==> src/rtl/game_sequencer.sv <==
// rtl/game_sequencer.sv - game-flow controller pacing snake steps from VGA frames
//
// Paces snake steps from vsync rising edges, issues one o_step per period,
// waits for step completion / apple respawn, and owns pause, win/lose,
// step-timeout, score and speed-up state.
//
// Ports:
//   clk, rst_n          clock, synchronous active-low reset
//   i_restart           synchronous restart (same effect as reset)
//   i_start             first direction press seen, leaves IDLE
//   i_pause             pause button level, rising edge toggles pause
//   i_vsync             VGA vsync, rising edge counts one frame
//   i_step_done         snake finished the requested step
//   i_eat               apple eaten pulse
//   i_apple_ready       apple placed and valid
//   i_failure/i_success collision / board-full pulses
//   o_step              one-cycle step request
//   o_state             IDLE=0 RUN=1 STEP=2 WAIT_APPLE=3 PAUSE=4 FAIL=5 WIN=6
//   o_period            frames per step
//   o_score             apples eaten, saturating
//   o_failure/o_success/o_timeout  sticky result flags

module game_sequencer #(
  parameter int INIT_PERIOD  = 12,
  parameter int MIN_PERIOD   = 3,
  parameter int EATS_PER_LVL = 4,
  parameter int STEP_TIMEOUT = 255,
  parameter int SCORE_W      = 8
) (
  input  logic               clk,
  input  logic               rst_n,
  input  logic               i_restart,
  input  logic               i_start,
  input  logic               i_pause,
  input  logic               i_vsync,
  input  logic               i_step_done,
  input  logic               i_eat,
  input  logic               i_apple_ready,
  input  logic               i_failure,
  input  logic               i_success,
  output logic               o_step,
  output logic [2:0]         o_state,
  output logic [3:0]         o_period,
  output logic [SCORE_W-1:0] o_score,
  output logic               o_failure,
  output logic               o_success,
  output logic               o_timeout
);

  localparam logic [2:0] S_IDLE  = 3'd0;
  localparam logic [2:0] S_RUN   = 3'd1;
  localparam logic [2:0] S_STEP  = 3'd2;
  localparam logic [2:0] S_WAIT  = 3'd3;
  localparam logic [2:0] S_PAUSE = 3'd4;
  localparam logic [2:0] S_FAIL  = 3'd5;
  localparam logic [2:0] S_WIN   = 3'd6;

  // Timeout counter counts 0..STEP_TIMEOUT-1; eat counter counts 0..EATS_PER_LVL-1.
  localparam int TO_W = (STEP_TIMEOUT > 1) ? $clog2(STEP_TIMEOUT) : 1;
  localparam int EC_W = (EATS_PER_LVL > 1) ? $clog2(EATS_PER_LVL) : 1;
  localparam logic [TO_W-1:0] TO_LAST  = TO_W'(STEP_TIMEOUT - 1);
  localparam logic [EC_W-1:0] EC_LAST  = EC_W'(EATS_PER_LVL - 1);
  localparam logic [3:0]      PER_INIT = 4'(INIT_PERIOD);
  localparam logic [3:0]      PER_MIN  = 4'(MIN_PERIOD);

  logic            vsync_q;
  logic            pause_q;
  logic [3:0]      frame_cnt;
  logic [EC_W-1:0] eat_cnt;
  logic [TO_W-1:0] to_cnt;
  logic            pause_pend;
  logic            eat_seen;

  logic vs_rise;
  logic pause_rise;
  logic pend_nx;
  logic live;

  assign vs_rise    = i_vsync & ~vsync_q;
  assign pause_rise = i_pause & ~pause_q;
  // Pending pause including an edge arriving this very cycle.
  assign pend_nx    = pause_pend ^ pause_rise;
  assign live       = (o_state != S_IDLE) && (o_state != S_FAIL) && (o_state != S_WIN);

  always_ff @(posedge clk) begin
    vsync_q <= i_vsync;
    pause_q <= i_pause;
    o_step  <= 1'b0;
    if (!rst_n || i_restart) begin
      o_state    <= S_IDLE;
      o_period   <= PER_INIT;
      o_score    <= '0;
      o_failure  <= 1'b0;
      o_success  <= 1'b0;
      o_timeout  <= 1'b0;
      frame_cnt  <= '0;
      eat_cnt    <= '0;
      to_cnt     <= '0;
      pause_pend <= 1'b0;
      eat_seen   <= 1'b0;
    end else begin
      if (live && i_eat) begin
        if (o_score != {SCORE_W{1'b1}}) o_score <= o_score + SCORE_W'(1);
        if (eat_cnt == EC_LAST) begin
          eat_cnt <= '0;
          if (o_period > PER_MIN) o_period <= o_period - 4'd1;
        end else begin
          eat_cnt <= eat_cnt + EC_W'(1);
        end
      end

      if (live && i_failure) begin
        o_state   <= S_FAIL;
        o_failure <= 1'b1;
      end else if (live && i_success) begin
        o_state   <= S_WIN;
        o_success <= 1'b1;
      end else begin
        case (o_state)
          S_IDLE: begin
            if (i_start) begin
              o_state   <= S_RUN;
              frame_cnt <= '0;
            end
          end
          S_RUN: begin
            if (pause_rise) begin
              o_state <= S_PAUSE;
            end else if (vs_rise) begin
              // >= keeps pacing sane if the period shrank below the running count.
              if (frame_cnt >= o_period - 4'd1) begin
                frame_cnt <= '0;
                o_state   <= S_STEP;
                o_step    <= 1'b1;
                to_cnt    <= '0;
                eat_seen  <= 1'b0;
              end else begin
                frame_cnt <= frame_cnt + 4'd1;
              end
            end
          end
          S_STEP: begin
            if (i_eat) eat_seen <= 1'b1;
            if (i_step_done) begin
              if (eat_seen || i_eat) begin
                o_state    <= S_WAIT;
                pause_pend <= pend_nx;
              end else begin
                o_state    <= pend_nx ? S_PAUSE : S_RUN;
                pause_pend <= 1'b0;
              end
            end else if (to_cnt == TO_LAST) begin
              o_state   <= S_FAIL;
              o_timeout <= 1'b1;
              o_failure <= 1'b1;
            end else begin
              to_cnt     <= to_cnt + TO_W'(1);
              pause_pend <= pend_nx;
            end
          end
          S_WAIT: begin
            if (i_apple_ready) begin
              o_state    <= pend_nx ? S_PAUSE : S_RUN;
              pause_pend <= 1'b0;
            end else begin
              pause_pend <= pend_nx;
            end
          end
          S_PAUSE: begin
            if (pause_rise) o_state <= S_RUN;
          end
          default: o_state <= o_state;
        endcase
      end
    end
  end

endmodule

==> config.mk <==
export PLATFORM = sky130hd
export DESIGN_NAME = game_sequencer
export DESIGN_NICKNAME = d
export VERILOG_FILES = /design/src/rtl/game_sequencer.sv
export SDC_FILE = /design/constraint.sdc
export NUM_CORES = 1
export LEC_CHECK = 0
export BUFFER_PORTS_ARGS = -buffer_cell sky130_fd_sc_hd__buf_4
export CAP_MARGIN = 20
export CORE_AREA = 2 2 86 88
export CTS_BUF_LIST = sky130_fd_sc_hd__clkbuf_2 sky130_fd_sc_hd__clkbuf_4 sky130_fd_sc_hd__clkbuf_8
export DETAILED_ROUTE_END_ITERATION = 6
export DIE_AREA = 0 0 88 90
export GPL_ROUTABILITY_DRIVEN = 0
export GPL_TIMING_DRIVEN = 1
export HOLD_SLACK_MARGIN = 0.08
export PLACE_DENSITY = 0.59
export SETUP_SLACK_MARGIN = 0.02
export SLEW_MARGIN = 40
export SYNTH_ARGS = -nofsm -noshare
export SYNTH_HDL_FRONTEND = slang
export SYNTH_SLANG_ARGS = --single-unit
==> constraint.sdc <==
create_clock -name clk -period 2.2 [get_ports clk]
set_input_delay 0.44 -clock clk [delete_from_list [all_inputs] [get_ports clk]]
set_output_delay 0.44 -clock clk [all_outputs]
set_load 0.01 [all_outputs]
# After elaboration in Yosys (flattened, before gate mapping)

Index checks and enable logic that the tools add are counted.

Order comparisons: 2
Bitwise logic cells: 10
Muxes and demuxes: 41
Reductions and logical operators: 30
$add $sub $neg: 5
Eq/ne operators: 31

Operators by type and width:

| cell                                                             | number |
|---|---|
| 8-bit 2-to-1 mux                                                 | 5 |
| 3-bit 2-to-1 mux                                                 | 12 |
| 4-bit != test (second input constant)                            | 6 |
| 7-bit AND reduction                                              | 3 |
| 3-bit != test (second input constant)                            | 6 |
| 8-bit by 1-bit adder with 8-bit output (second input constant)   | 2 |
| 4-bit 2-to-1 mux                                                 | 4 |
| 2-bit != test (second input constant)                            | 8 |
| 8-bit one-hot mux with 2 select lines                            | 1 |
| 5-bit != test (second input constant)                            | 3 |
| 3-bit one-hot mux with 5 select lines                            | 1 |
| 1-bit 2-to-1 mux                                                 | 14 |
| 2-bit nonzero test                                               | 5 |
| 8-bit == test (second input constant)                            | 1 |
| 8-bit != test (second input constant)                            | 1 |
| 4-bit one-hot mux with 2 select lines                            | 1 |
| 4-bit AND reduction                                              | 2 |
| 8-bit AND reduction                                              | 1 |
| 1-bit NOT                                                        | 7 |
| 7-bit nonzero test                                               | 1 |
| 3-bit by 2-bit == test with 1-bit output (second input constant) | 2 |
| 6-bit AND reduction                                              | 1 |
| 6-bit nonzero test                                               | 1 |
| 6-bit OR reduction                                               | 1 |
| other kinds (22)                                                 | 30 |

Bits in registers: 37
Word-level logic and storage cells: 134
Output and inout port bits: 19

# Depth between registers and ports, before layout

Word-level depth: 9
Gate-level depth with buffers: 9
Mapped depth without buffers: 9

# Worst setup path before layout

No wires, ideal clock.

Path type: flip-flop to flip-flop
From: register o_period[0]
To: register to_cnt[5]
Arrival time: 2113 ps
Data required time: 2130 ps
Period minus slack after synthesis: 2183 ps
Cell stages (with the launch flop): 10
Slack: 17 ps
Path through: dfxtp_1 -> inv_1 -> ha_1 -> xnor2_1 -> ha_1 -> o211ai_1 -> a21oi_1 -> o211ai_2 -> or3_1 -> a21oi_1

Cells in the longest elaborated chain, start to end: 4

RTL lines:

| element                                     | line | text |
|---|---|---|
| start: declaration                          | 43   | `output logic [3:0] o_period,` |
| start signal: assignment                    | 106  | `if (o_period > PER_MIN) o_period <= o_period - 4'd1;` |
| 4-bit by 1-bit subtractor with 4-bit output | 131  | `if (frame_cnt >= o_period - 4'd1) begin` |
| 4-bit greater-or-equal comparator           | 131  |  |
| 2-bit != test (no source line)              | -    |  |
| 8-bit AND reduction (no source line)        | -    |  |
| end signal: assignment                      | 157  | `to_cnt <= to_cnt + TO_W'(1);` |
| end: declaration                            | 70   | `logic [TO_W-1:0] to_cnt;` |

Every way passes these cells.
A chain may end at the register's enable or synchronous reset.

# Worst setup path in the final report

From: register o_period[1]
To: register frame_cnt[0]

Cells in the longest elaborated chain, start to end: 6

RTL lines:

| element                                     | line | text |
|---|---|---|
| 4-bit by 1-bit subtractor with 4-bit output | 131  |  |
| 4-bit greater-or-equal comparator           | 131  |  |
| 4-bit 2-to-1 mux                            | 131  |  |
| 4-bit 2-to-1 mux                            | 129  | `end else if (vs_rise) begin` |
| 4-bit 2-to-1 mux                            | 127  | `if (pause_rise) begin` |
| 4-bit one-hot mux with 2 select lines       | 119  | `case (o_state)` |
| end signal: assignment                      | 138  | `frame_cnt <= frame_cnt + 4'd1;` |
| end: declaration                            | 68   | `logic [3:0] frame_cnt;` |

Every way passes these cells. The select of a mux whose other input is x is not followed.

==> out/summary.json <==
{
  "logic_synthesis": {
    "syn-instance-count": 265,
    "dominantRegCellSynth": "dfxtp_1",
    "post_synthesis_sequential_element_count": 37,
    "syn_nets": 286,
    "synth.lib_cells_used.distinct": 53,
    "async_reset_ff_share_pct": 0,
    "syn-cell-area_mm2": 0.00220,
    "number_of_synthesis_warnings": 0,
    "synthesis.area_per_instance_um2": 8.31,
    "proportion_of_synthesized_chip_area_in_sequential_cells_pct": 33.7,
    "synth_edf_count": 0
  },
  "sta": {
    "timing.final.ws_setup_ns": 0.0733,
    "timing.final.hold_violations": 0,
    "finalCritPeriodShare_pct": 96.7,
    "fmax_mhz": 470,
    "slew-limit-headroom_pct": 68.0,
    "setup_viol": 0,
    "worst_slew_pin_slew_ns": 0.478,
    "drv_slew": 0,
    "total_negative_slack_for_setup_checks_ns": 0,
    "grt_setup_unrepaired": "yes",
    "hold-worst-slack_ns": 0.261,
    "fin_skew_ns": 0.00632,
    "final_period_minus_worst_setup_slack_ns": 2.13
  },
  "route": {
    "final_routed_wirelength_mm": 5.76,
    "vias": 2176,
    "wl_met1_mm": 2.58,
    "drt_first_pass_iters": 4,
    "route.top_layer_used": "met4",
    "drc_errors": 0,
    "via_per_inst": 5.24,
    "number_of_violations_reported_at_the_end_of_detailed_routing_iteration_0": 102,
    "route.detailed.wl_per_inst_um": 13.9,
    "met3_wirelength_um": 222,
    "postRouteAntennaNets": 0,
    "met2_wire_len_mm": 2.86
  },
  "clock_tree": {
    "cts_num_sinks": 37,
    "htree_num_levels": 2,
    "clock_insertion_delay_worst_skew_ns": 0.29,
    "numCtsBuffers": 5,
    "cts.path.max_buffers": 2,
    "cts_hold_buffers": 0,
    "clock_tree_from_tritoncts": "done",
    "clockRootBuffer": "clkbuf_8",
    "clk_transition_reported_paths_ns": 0.08
  },
  "worst_setup_path": {
    "critical_path_required_ns": 2.43,
    "worstPathArrival_ns": 2.36,
    "crit_path_max_fanout": 3,
    "start_kind": "flop",
    "criticalPathCategory": "flop to flop",
    "worst_setup_path_end_kind": "flop"
  },
  "power_and_ir_drop": {
    "leakage_nw": 1.07,
    "pwr-share-comb_pct": 41.0,
    "cellInternalPower_mw": 1.28,
    "power.share.clock_pct": 23.2,
    "vdd_ir_drop_max_mv": 0.236,
    "post-layout-total-power_mw": 2.08,
    "powerDensity_mw_per_mm2": 720,
    "power_switching_share_pct": 38.2,
    "power_frac_seq_pct": 35.8,
    "power.switching_mw": 0.793
  },
  "placed_design": {
    "dp.final_hpwl_mm": 4.17,
    "detailedPlace.worstSlack_ns": -0.0484,
    "number_of_buffers_added_on_ports": 29
  },
  "layout": {
    "fillerInstances": 719,
    "syn2layout_area_growth_pct": 31.0,
    "final_util_pct": 41.1,
    "nNetsFinal": 336,
    "post_route_cells_drive_above_1_share_pct": 28.5,
    "diodes": 0
  },
  "floorplanning": {
    "initial_utilization_pct": 31.3,
    "die-width_um": 88,
    "design.core.area_mm2": 0.00702,
    "die-area_mm2": 0.00792,
    "ios": 30,
    "die_height_um": 90,
    "placement_rows": 31
  },
  "worst_hold_path": {
    "hold_path_class": "input port to flop"
  },
  "grt": {
    "grt_pass1_wl_mm": 9.47,
    "first_global_vias": 2076,
    "grt-ovfl-total": 0,
    "grt_max_degree": 22,
    "initial_antenna_violation_count": 0,
    "track_usage_pct": 14.8
  },
  "status": {
    "run_status": "finished, final reports clean"
  },
  "run": {
    "max_cap_viol_count": 0
  }
}
[metal layers]
metal  GRT usage [%]  up-vias
li1                -     1084
met1            19.0     1035
met2            23.9       50
met3            2.94        7
met4            6.03        0
met5               0        -
[worst max-delay path, stage by stage (launching register included)]
cell,delay (ns)
dfxtp_4,0.36
nor3_4,0.20
xnor2_1,0.15
ha_1,0.27
a21oi_2,0.17
nand2_1,0.16
o211a_4,0.29
or3_1,0.34
a21oi_1,0.12
[synthesized netlist by cell type (3+ instances only)]
cell      number  area [um^2]
nand3_1       17         85.1
nor2_1        24         90.1
nand2_1       21         78.8
o211a_1        3         30.0
or3_1          6         37.5
nor3_1         6         30.0
a21oi_1       20          100
nand4_1        5         31.3
o21a_1         4         30.0
o31ai_1        6         45.0
dfxtp_1       37          741
nor4_1         5         31.3
xnor2_1       11         96.3
clkbuf_1       6         22.5
o211ai_1       5         37.5
nor2b_1        5         31.3
o21ai_0        8         40.0
inv_1          9         33.8
nand3b_1       3         22.5
o22ai_1        5         31.3
ha_1          10          125
nand2b_1       6         37.5
buf_2          3         15.0
[power by group through the flow]
stage / registers (mW) / clock network (mW) / logic (mW)
after CTS: 0.745 / 0.495 / 0.770
after detailed placement: 0.760 / 0 / 0.766
after floorplan: 0.747 / 0 / 0.516
final: 0.743 / 0.481 / 0.852
after global routing: 0.750 / 0.523 / 0.930
after global placement: 0.760 / 0 / 0.760
[cell families after synthesis]
family	count (synthesis)	synth area share, %
flops	37	33.7
compound gates	72	23.8
fa+ha+maj	10	5.69
buf+inv	20	3.92
simple gates	111	26.5
xor+xnor	13	5.51
mux	2	0.910
[cell type report]
cell class	count	area (um^2)	area share, %
sequential	37	749	26.0
timing repair buffer	54	413	14.3
clock inverter	3	17.5	0.607
multi-input combinational	208	1480	51.2
clock buffer	5	68.8	2.39
inverter	9	33.8	1.17
tap	99	124	4.30
[registers in the layout, indices dropped and copies added, names as in the netlist]
signal	flops
pause_q	1
pause_pend	1
vsync_q	1
frame_cnt	4
eat_cnt	2
o_state	3
eat_seen	1
o_period	4
to_cnt	8
o_timeout	1
o_failure	1
o_step	1
o_success	1
o_score	8
[worst paths after layout]
kind | from | endpoint | slack [ns] | cells past startpoint
worst min register to register | eat_cnt[1]$_SDFFE_PP0P_ | eat_cnt[1]$_SDFFE_PP0P_ | 0.46 | 2
worst max register to register | o_period[1]$_SDFFE_PP0P_ | frame_cnt[0]$_SDFFE_PP0P_ | 0.07 | 8
worst max-delay path | o_period[1]$_SDFFE_PP0P_ | frame_cnt[0]$_SDFFE_PP0P_ | 0.07 | 8
worst min-delay path | i_vsync | vsync_q$_DFF_P_ | 0.26 | 1
[metrics by stage]
step                      cell area [um^2]  cells
after floorplan                       2200    265
after global placement                2670    405
after detailed placement              2670    405
after CTS                             2780    414
after global routing                  2880    415
final                                 2880    415
[layout by cell type, fill, tap and decap left out, types with 2 or more instances in the layout]
| cell type | synthesis | routed |
|---|---|---|
| ha_4 | 0 | 2 |
| clkinv_2 | 0 | 2 |
| nor4_1 | 5 | 5 |
| inv_2 | 0 | 2 |
| a21oi_1 | 20 | 17 |
| nand4_1 | 5 | 5 |
| a21oi_2 | 0 | 3 |
| o21a_1 | 4 | 4 |
| a211o_1 | 2 | 2 |
| o211a_1 | 3 | 3 |
| o31ai_1 | 6 | 4 |
| inv_1 | 9 | 7 |
| o22ai_1 | 5 | 5 |
| dfxtp_4 | 0 | 2 |
| nor4b_1 | 2 | 2 |
| nand3_1 | 17 | 16 |
| or2_2 | 2 | 2 |
| nand2b_1 | 6 | 6 |
| mux2i_1 | 2 | 2 |
| and3_1 | 2 | 2 |
| clkbuf_8 | 0 | 5 |
| nand2_1 | 21 | 21 |
| nor3_1 | 6 | 5 |
| nand3b_1 | 3 | 3 |
| o31ai_2 | 0 | 2 |
| a21o_1 | 2 | 2 |
| dfxtp_1 | 37 | 34 |
| nor2b_1 | 5 | 5 |
| buf_6 | 0 | 2 |
| or3_1 | 6 | 5 |
| ha_1 | 10 | 8 |
| nor2_1 | 24 | 24 |
| xnor2_1 | 11 | 11 |
| o21ai_0 | 8 | 8 |
| buf_4 | 2 | 52 |
| a31oi_1 | 2 | 2 |
| o211ai_1 | 5 | 5 |
[timing repair]
action,CTS,global route
endpoints found under the setup margin,9,15
setup buffers,1,1
gates resized for setup,4,20
pin swaps,2,9
Note: power is estimated with default switching activity, not from simulation.
